## src/rtl/led_blink_scheduler_if.sv

```systemverilog
// Request bundle for led_blink_scheduler: two requesters, each with
// per-LED step patterns and a repeat count, plus the ready/valid handshake.
interface led_blink_scheduler_if #(
    parameter int PAT_W = 8,
    parameter int REP_W = 4
);
    logic [1:0]       req_valid;
    logic [1:0]       req_ready;
    logic [PAT_W-1:0] req0_pat1;
    logic [PAT_W-1:0] req0_pat2;
    logic [REP_W-1:0] req0_rep;
    logic [PAT_W-1:0] req1_pat1;
    logic [PAT_W-1:0] req1_pat2;
    logic [REP_W-1:0] req1_rep;

    modport master (
        output req_valid, req0_pat1, req0_pat2, req0_rep,
               req1_pat1, req1_pat2, req1_rep,
        input  req_ready
    );

    modport slave (
        input  req_valid, req0_pat1, req0_pat2, req0_rep,
               req1_pat1, req1_pat2, req1_rep,
        output req_ready
    );
endinterface

```

## src/rtl/led_blink_scheduler.sv

```systemverilog
// Fixed-priority scheduler of LED blink jobs with an idle heartbeat.
// Optional `define LED_PREEMPT_EN lets requester 0 abort a running requester-1 job.
module led_blink_scheduler #(
    parameter int TICK_DIV = 4800000,
    parameter int HB_DIV   = 48000000,
    parameter int PAT_W    = 8,
    parameter int REP_W    = 4
) (
    input  logic                  clk_48MHz,
    input  logic                  rst_n,
    led_blink_scheduler_if.slave  req,
    output logic                  oLED1,
    output logic                  oLED2,
    output logic                  busy,
    output logic                  grant_id,
    output logic                  done
);
    localparam int TICK_W = $clog2(TICK_DIV);
    localparam int HB_W   = (HB_DIV > 1) ? $clog2(HB_DIV) : 1;
    localparam int STEP_W = (PAT_W > 1) ? $clog2(PAT_W) : 1;
    localparam logic [TICK_W-1:0] TICK_LAST = TICK_W'(TICK_DIV - 1);
    localparam logic [HB_W-1:0]   HB_LAST   = HB_W'(HB_DIV - 1);
    localparam logic [STEP_W-1:0] STEP_LAST = STEP_W'(PAT_W - 1);

    typedef enum logic [1:0] {S_IDLE, S_RUN, S_DONE} state_t;

    state_t            state;
    logic [TICK_W-1:0] tick;
    logic [STEP_W-1:0] step;
    logic [STEP_W-1:0] step_nxt;
    logic [REP_W-1:0]  rep_left;
    logic [PAT_W-1:0]  pat1_q;
    logic [PAT_W-1:0]  pat2_q;
    logic [HB_W-1:0]   hb_cnt;
    logic              hb;
    logic              hb_next;

    logic              accept;
    logic              sel1;
    logic [PAT_W-1:0]  pat1_in;
    logic [PAT_W-1:0]  pat2_in;
    logic [REP_W-1:0]  rep_in;

    always_comb begin
        req.req_ready = '0;
        if (state == S_IDLE) begin
            req.req_ready[0] = req.req_valid[0];
            req.req_ready[1] = req.req_valid[1] & ~req.req_valid[0];
        end
`ifdef LED_PREEMPT_EN
        else if (state == S_RUN && grant_id) begin
            req.req_ready[0] = req.req_valid[0];
        end
`endif
    end

    always_comb begin
        accept   = |(req.req_valid & req.req_ready);
        sel1     = ~req.req_ready[0];
        pat1_in  = sel1 ? req.req1_pat1 : req.req0_pat1;
        pat2_in  = sel1 ? req.req1_pat2 : req.req0_pat2;
        rep_in   = sel1 ? req.req1_rep  : req.req0_rep;
        step_nxt = step + STEP_W'(1);
        // LEDs register the post-edge heartbeat so that oLED tracks hb with no lag in IDLE.
        hb_next  = (hb_cnt == HB_LAST) ? ~hb : hb;
    end

    always_ff @(posedge clk_48MHz or negedge rst_n) begin
        if (!rst_n) begin
            state    <= S_IDLE;
            tick     <= '0;
            step     <= '0;
            rep_left <= '0;
            pat1_q   <= '0;
            pat2_q   <= '0;
            hb_cnt   <= '0;
            hb       <= 1'b0;
            oLED1    <= 1'b0;
            oLED2    <= 1'b0;
            busy     <= 1'b0;
            grant_id <= 1'b0;
            done     <= 1'b0;
        end else begin
            hb_cnt <= (hb_cnt == HB_LAST) ? '0 : hb_cnt + HB_W'(1);
            hb     <= hb_next;

            // Acceptance is only possible in IDLE, or in RUN when preemption is built in.
            if (accept) begin
                pat1_q   <= pat1_in;
                pat2_q   <= pat2_in;
                rep_left <= rep_in;
                grant_id <= sel1;
                step     <= '0;
                tick     <= '0;
                state    <= S_RUN;
                busy     <= 1'b1;
                done     <= 1'b0;
                oLED1    <= pat1_in[0];
                oLED2    <= pat2_in[0];
            end else begin
                case (state)
                    S_IDLE: begin
                        oLED1 <= hb_next;
                        oLED2 <= hb_next;
                        done  <= 1'b0;
                    end
                    S_RUN: begin
                        if (tick == TICK_LAST) begin
                            tick <= '0;
                            if (step == STEP_LAST) begin
                                if (rep_left != '0) begin
                                    rep_left <= rep_left - REP_W'(1);
                                    step     <= '0;
                                    oLED1    <= pat1_q[0];
                                    oLED2    <= pat2_q[0];
                                end else begin
                                    state <= S_DONE;
                                    busy  <= 1'b0;
                                    done  <= 1'b1;
                                end
                            end else begin
                                step  <= step_nxt;
                                oLED1 <= pat1_q[step_nxt];
                                oLED2 <= pat2_q[step_nxt];
                            end
                        end else begin
                            tick <= tick + TICK_W'(1);
                        end
                    end
                    S_DONE: begin
                        state <= S_IDLE;
                        done  <= 1'b0;
                        oLED1 <= hb_next;
                        oLED2 <= hb_next;
                    end
                    default: state <= S_IDLE;
                endcase
            end
        end
    end
endmodule

```

## src/flat_wrapper.sv

```systemverilog
// flat-port wrapper written by rule: the top's interface ports become plain ports
module led_blink_scheduler_flat 
#(
    parameter int TICK_DIV = 4800000,
    parameter int HB_DIV   = 48000000,
    parameter int PAT_W    = 8,
    parameter int REP_W    = 4
)
  (clk_48MHz, rst_n, oLED1, oLED2, busy, grant_id, done, req_req_valid, req_req0_pat1, req_req0_pat2, req_req0_rep, req_req1_pat1, req_req1_pat2, req_req1_rep, req_req_ready);
  led_blink_scheduler_if #(.PAT_W(PAT_W), .REP_W(REP_W)) req_i ();
  input  logic clk_48MHz;
  input  logic rst_n;
  output logic oLED1;
  output logic oLED2;
  output logic busy;
  output logic grant_id;
  output logic done;
  input wire logic [$bits(req_i.req_valid)-1:0] req_req_valid;
  input wire logic [$bits(req_i.req0_pat1)-1:0] req_req0_pat1;
  input wire logic [$bits(req_i.req0_pat2)-1:0] req_req0_pat2;
  input wire logic [$bits(req_i.req0_rep)-1:0] req_req0_rep;
  input wire logic [$bits(req_i.req1_pat1)-1:0] req_req1_pat1;
  input wire logic [$bits(req_i.req1_pat2)-1:0] req_req1_pat2;
  input wire logic [$bits(req_i.req1_rep)-1:0] req_req1_rep;
  output wire logic [$bits(req_i.req_ready)-1:0] req_req_ready;
  assign req_i.req_valid = req_req_valid;
  assign req_i.req0_pat1 = req_req0_pat1;
  assign req_i.req0_pat2 = req_req0_pat2;
  assign req_i.req0_rep = req_req0_rep;
  assign req_i.req1_pat1 = req_req1_pat1;
  assign req_i.req1_pat2 = req_req1_pat2;
  assign req_i.req1_rep = req_req1_rep;
  assign req_req_ready = req_i.req_ready;
  led_blink_scheduler #(.TICK_DIV(TICK_DIV), .HB_DIV(HB_DIV), .PAT_W(PAT_W), .REP_W(REP_W)) u_core (.clk_48MHz(clk_48MHz), .rst_n(rst_n), .req(req_i), .oLED1(oLED1), .oLED2(oLED2), .busy(busy), .grant_id(grant_id), .done(done));
endmodule
```

## config.mk

```make
export PLATFORM = sky130hd
export DESIGN_NAME = led_blink_scheduler_flat
export DESIGN_NICKNAME = d
export VERILOG_FILES = /design/src/rtl/led_blink_scheduler_if.sv /design/src/rtl/led_blink_scheduler.sv /design/src/flat_wrapper.sv
export SDC_FILE = /design/constraint.sdc
export NUM_CORES = 1
export LEC_CHECK = 0
export CAP_MARGIN = 5
export CORE_ASPECT_RATIO = 1.4
export CORE_UTILIZATION = 50
export CTS_CLUSTER_DIAMETER = 150
export DETAILED_ROUTE_END_ITERATION = 7
export PLACE_DENSITY = 0.75
export SLEW_MARGIN = 15
export SYNTH_ARGS = -nofsm -noshare
export SYNTH_HDL_FRONTEND = slang
export SYNTH_SLANG_ARGS = --single-unit
```

## constraint.sdc

```tcl
create_clock -name clk_48MHz -period 2.1 [get_ports clk_48MHz]
set_clock_uncertainty 0.15 [all_clocks]
set_input_delay 0.42 -clock clk_48MHz [delete_from_list [all_inputs] [get_ports clk_48MHz]]
set_output_delay 0.42 -clock clk_48MHz [all_outputs]
set_load 0.01 [all_outputs]
```

==> run_results.csv <==
group,metric,value,unit
outcome,status,"finished with violations",
outcome,violations,"DRC, setup timing",
critical_path,cp_max_fo,5,
synth,syn-num-nets,500,
clocking,cts_tree,"built",
sta,fin_crit,2310,ps
power_and_ir_drop,cellPowerDensity,576,mW/mm²
synth,async_reset_ff_frac,1.00,
sta,whs,301,ps
place,placed_area,0.00540,mm²
floorplan,initial_utilization,0.513,
synth,yosysTopAreaCell,"dfrtp_1",
sta,timing.setup.tns,-2140,ps
cells_and_area,diodes,0,
synth,ys_seq_elements,80,
routing,wl,11700,µm
floorplan,ios,51,
grt,overflow,0,
floorplan,die_w,81.2,µm
synth,syn_area,0.00439,mm²
sta,fmax,433,MHz
synth,synth_top_family_by_area,"simple AND/OR/NAND/NOR gates",
critical_path,worst_path_largest_cell_delay,400,ps
sta,fin_crit_sh,1.10,
critical_path,path_buf_inv,0,
min_path,hold_class,"reg2reg",
routing,drtAntennaViolNets,0,
clocking,cts_htree_levels,3,
job,cap_violations,0,
critical_path,critical_path_class,"reg2reg",
synth,synth.area.top_cells,"dfrtp_1, mux2i_1, o21ai_0",
synth,muxShareOfSynthArea,0.0800,
sta,setup_violations,28,
critical_path,crit_family,"adder cells",
clocking,numCtsBuffers,9,
synth,synth_most_common_cell,"dfrtp_1",
cells_and_area,area_growth,40.0,%
synth,ys_seq_area_frac,0.456,
synth,synthFlopType,"dfrtp_1",
critical_path,required,2160,ps
clocking,cts_max_path_buffers,2,
place,hpwlAfterDp,7440,µm
grt,grt_pass1_wl,19300,µm
critical_path,worst_setup_path_start_kind,"flop",
sta,hold_violations,0,
cells_and_area,layout-drive-gt1-share,0.264,
routing,drc,1,
synth,synth_cell_types,57,
routing,drt_iter0_markers,293,
critical_path,worst_setup_path_end_kind,"flop",
clocking,clock_latency,350,ps
grt,grt_max_degree,33,
synth,yosys_warnings,0,
sta,max_slew_margin,0.693,
place,gp_congestion,0.892,
synth,synth_compound_area_frac,0.123,
sta,setup_ws,-207,ps
synth,synthCells,451,
clocking,clk_pin_slew_worst_paths,60,ps
synth,synthSimpleGateAreaFrac,0.233,
routing,vias,3957,
cells_and_area,register_area,0.00200,mm²
synth,syn_avg_cell_area,9.74,µm²
synth,synth-adder-area-share,0.0142,
critical_path,cp_slowest_cell,"dfrtp_1",
synth,synthXorXnorAreaFrac,0.0498,
sta,worstMarginPinSlew,460,ps
cells_and_area,final_area,0.00615,mm²
floorplan,std_cell_rows,40,
grt,antenna_found_initial,0,
synth,synthTopCellsByCount,"dfrtp_1, nand2_1, o21ai_0",
sta,rsz0062_at_grt,"true",
synth,synth.top_cell.area_share,0.456,
power_and_ir_drop,ir_worst_vdd,0.431,mV
critical_path,cp_cell_sequence,"ha_1 -> ha_4 -> mux4_2 -> o22ai_2 -> nor2_1 -> o41ai_2 -> mux2i_1",
grt,grtUsageTotal,0.278,
routing,routedWlPerCell,17.5,µm
routing,via_per_inst,5.91,
place,numPortBuffers,50,
floorplan,dieHeight,113,µm
synth,synth_edf_count,0,
floorplan,design.die.area,0.00917,mm²
sta,drv_slew,0,
clocking,cts_sinks,80,
power_and_ir_drop,p_leak,2.57,nW
cells_and_area,final_nets,609,
floorplan,core_area,0.00856,mm²
cells_and_area,fillers,583,
grt,grt_pass1_vias,4148,
cells_and_area,multiInputGateArea,0.00250,mm²
routing,firstDrtPassIters,7,
cells_and_area,fin_util,0.719,
clocking,cts-root-buf,"clkbuf_16",
critical_path,arrival,2360,ps
## cells in the final DEF (no fill, tap or decap), drive strengths merged, types with 4 or more instances in the layout
| cell type | instances |
|---|---|
| nor4 | 7 |
| a22o | 5 |
| and2 | 11 |
| nand2b | 4 |
| inv | 17 |
| mux4 | 4 |
| or3 | 7 |
| ha | 5 |
| xnor2 | 14 |
| nor3 | 7 |
| dfrtp | 80 |
| buf | 68 |
| xor2 | 11 |
| nand2 | 41 |
| o21ai | 39 |
| a21oi | 18 |
| and3 | 8 |
| clkbuf | 12 |
| a21o | 5 |
| a31oi | 7 |
| nand3 | 29 |
| mux2i | 25 |
| nand4 | 17 |
| nor4b | 4 |
| nor2 | 27 |
| clkdlybuf4s50 | 47 |
## layer usage
layer / share of wire / GRT usage / vias up
met5: 0 / 0 / -
met4: 0.033 / 0.140 / 0
met3: 0.039 / 0.0500 / 42
met2: 0.55 / 0.482 / 146
met1: 0.38 / 0.320 / 1922
li1: - / - / 1847
## through the flow
step                      power (W)  instances  setup slack [ps]
after global placement      0.00171        641              -306
final                       0.00354        670              -207
after detailed placement    0.00171        641              -368
after CTS                   0.00355        668              -139
after global routing        0.00364        670              -274
after floorplan             0.00158        451             -70.2
## power breakdown
part / internal [W] / total (W) / switching [W] / leakage [nW]
sequential: 0.00154 / 0.00154 / 0.000000934 / 1.03
clock: 0.00120 / 0.00186 / 0.000659 / 0.175
combinational: 0.0000902 / 0.000139 / 0.0000492 / 1.37
total: 0.00283 / 0.00354 / 0.000710 / 2.57
## cell type report
type	count	share of cell area
clock buffer	10	0.0389
clock inverter	6	0.0187
inverter	16	0.00976
multi-input combinational	334	0.407
sequential	80	0.325
tap	105	0.0214
timing repair buffer	119	0.179
## flip-flops by register name, summed over array words and instances, names as in the netlist
name             count
u_core.oLED1         1
u_core.oLED2         1
u_core.hb_cnt       26
u_core.grant_id      1
u_core.step          3
u_core.tick         23
u_core.rep_left      4
u_core.hb            1
u_core.pat2_q        8
u_core.state         2
u_core.pat1_q        8
u_core.done          1
u_core.busy          1
## worst paths after layout
kind / from / cells after the start / endpoint / slack (ps)
worst min-delay path: u_core.hb_cnt[0] / 1 / u_core.hb_cnt[0] / 300
max in group asynchronous: rst_n / 3 / u_core.hb_cnt[6] / 870
worst max-delay path: u_core.step[0] / 7 / u_core.oLED2 / -210
worst max register to register: u_core.step[0] / 7 / u_core.oLED2 / -210
min in group asynchronous: rst_n / 2 / u_core.tick[19] / 430
worst min register to register: u_core.hb_cnt[0] / 1 / u_core.hb_cnt[0] / 300
## cells by family (layout without fill, tap and decap cells)
| family | count (synthesis) | after routing |
|---|---|---|
| XOR/XNOR | 25 | 25 |
| multiplexers | 30 | 30 |
| flip-flops | 80 | 80 |
| AND/OR/NAND/NOR | 181 | 182 |
| AO/OA/AOI/OAI | 91 | 92 |
| buffers and inverters | 39 | 151 |
| adder cells (fa/ha/maj) | 5 | 5 |
## what timing repair did
action / CTS / global route
hold buffers: 1 / 0
endpoints found under the setup margin: 33 / 39
cloned: 4 / 1
pin swaps: 16 / 9
setup buffers: 6 / 1
resized for setup: 50 / 31
hold endpoints to repair: 30 / 0
No activity file was read; power rests on OpenSTA's default activity.
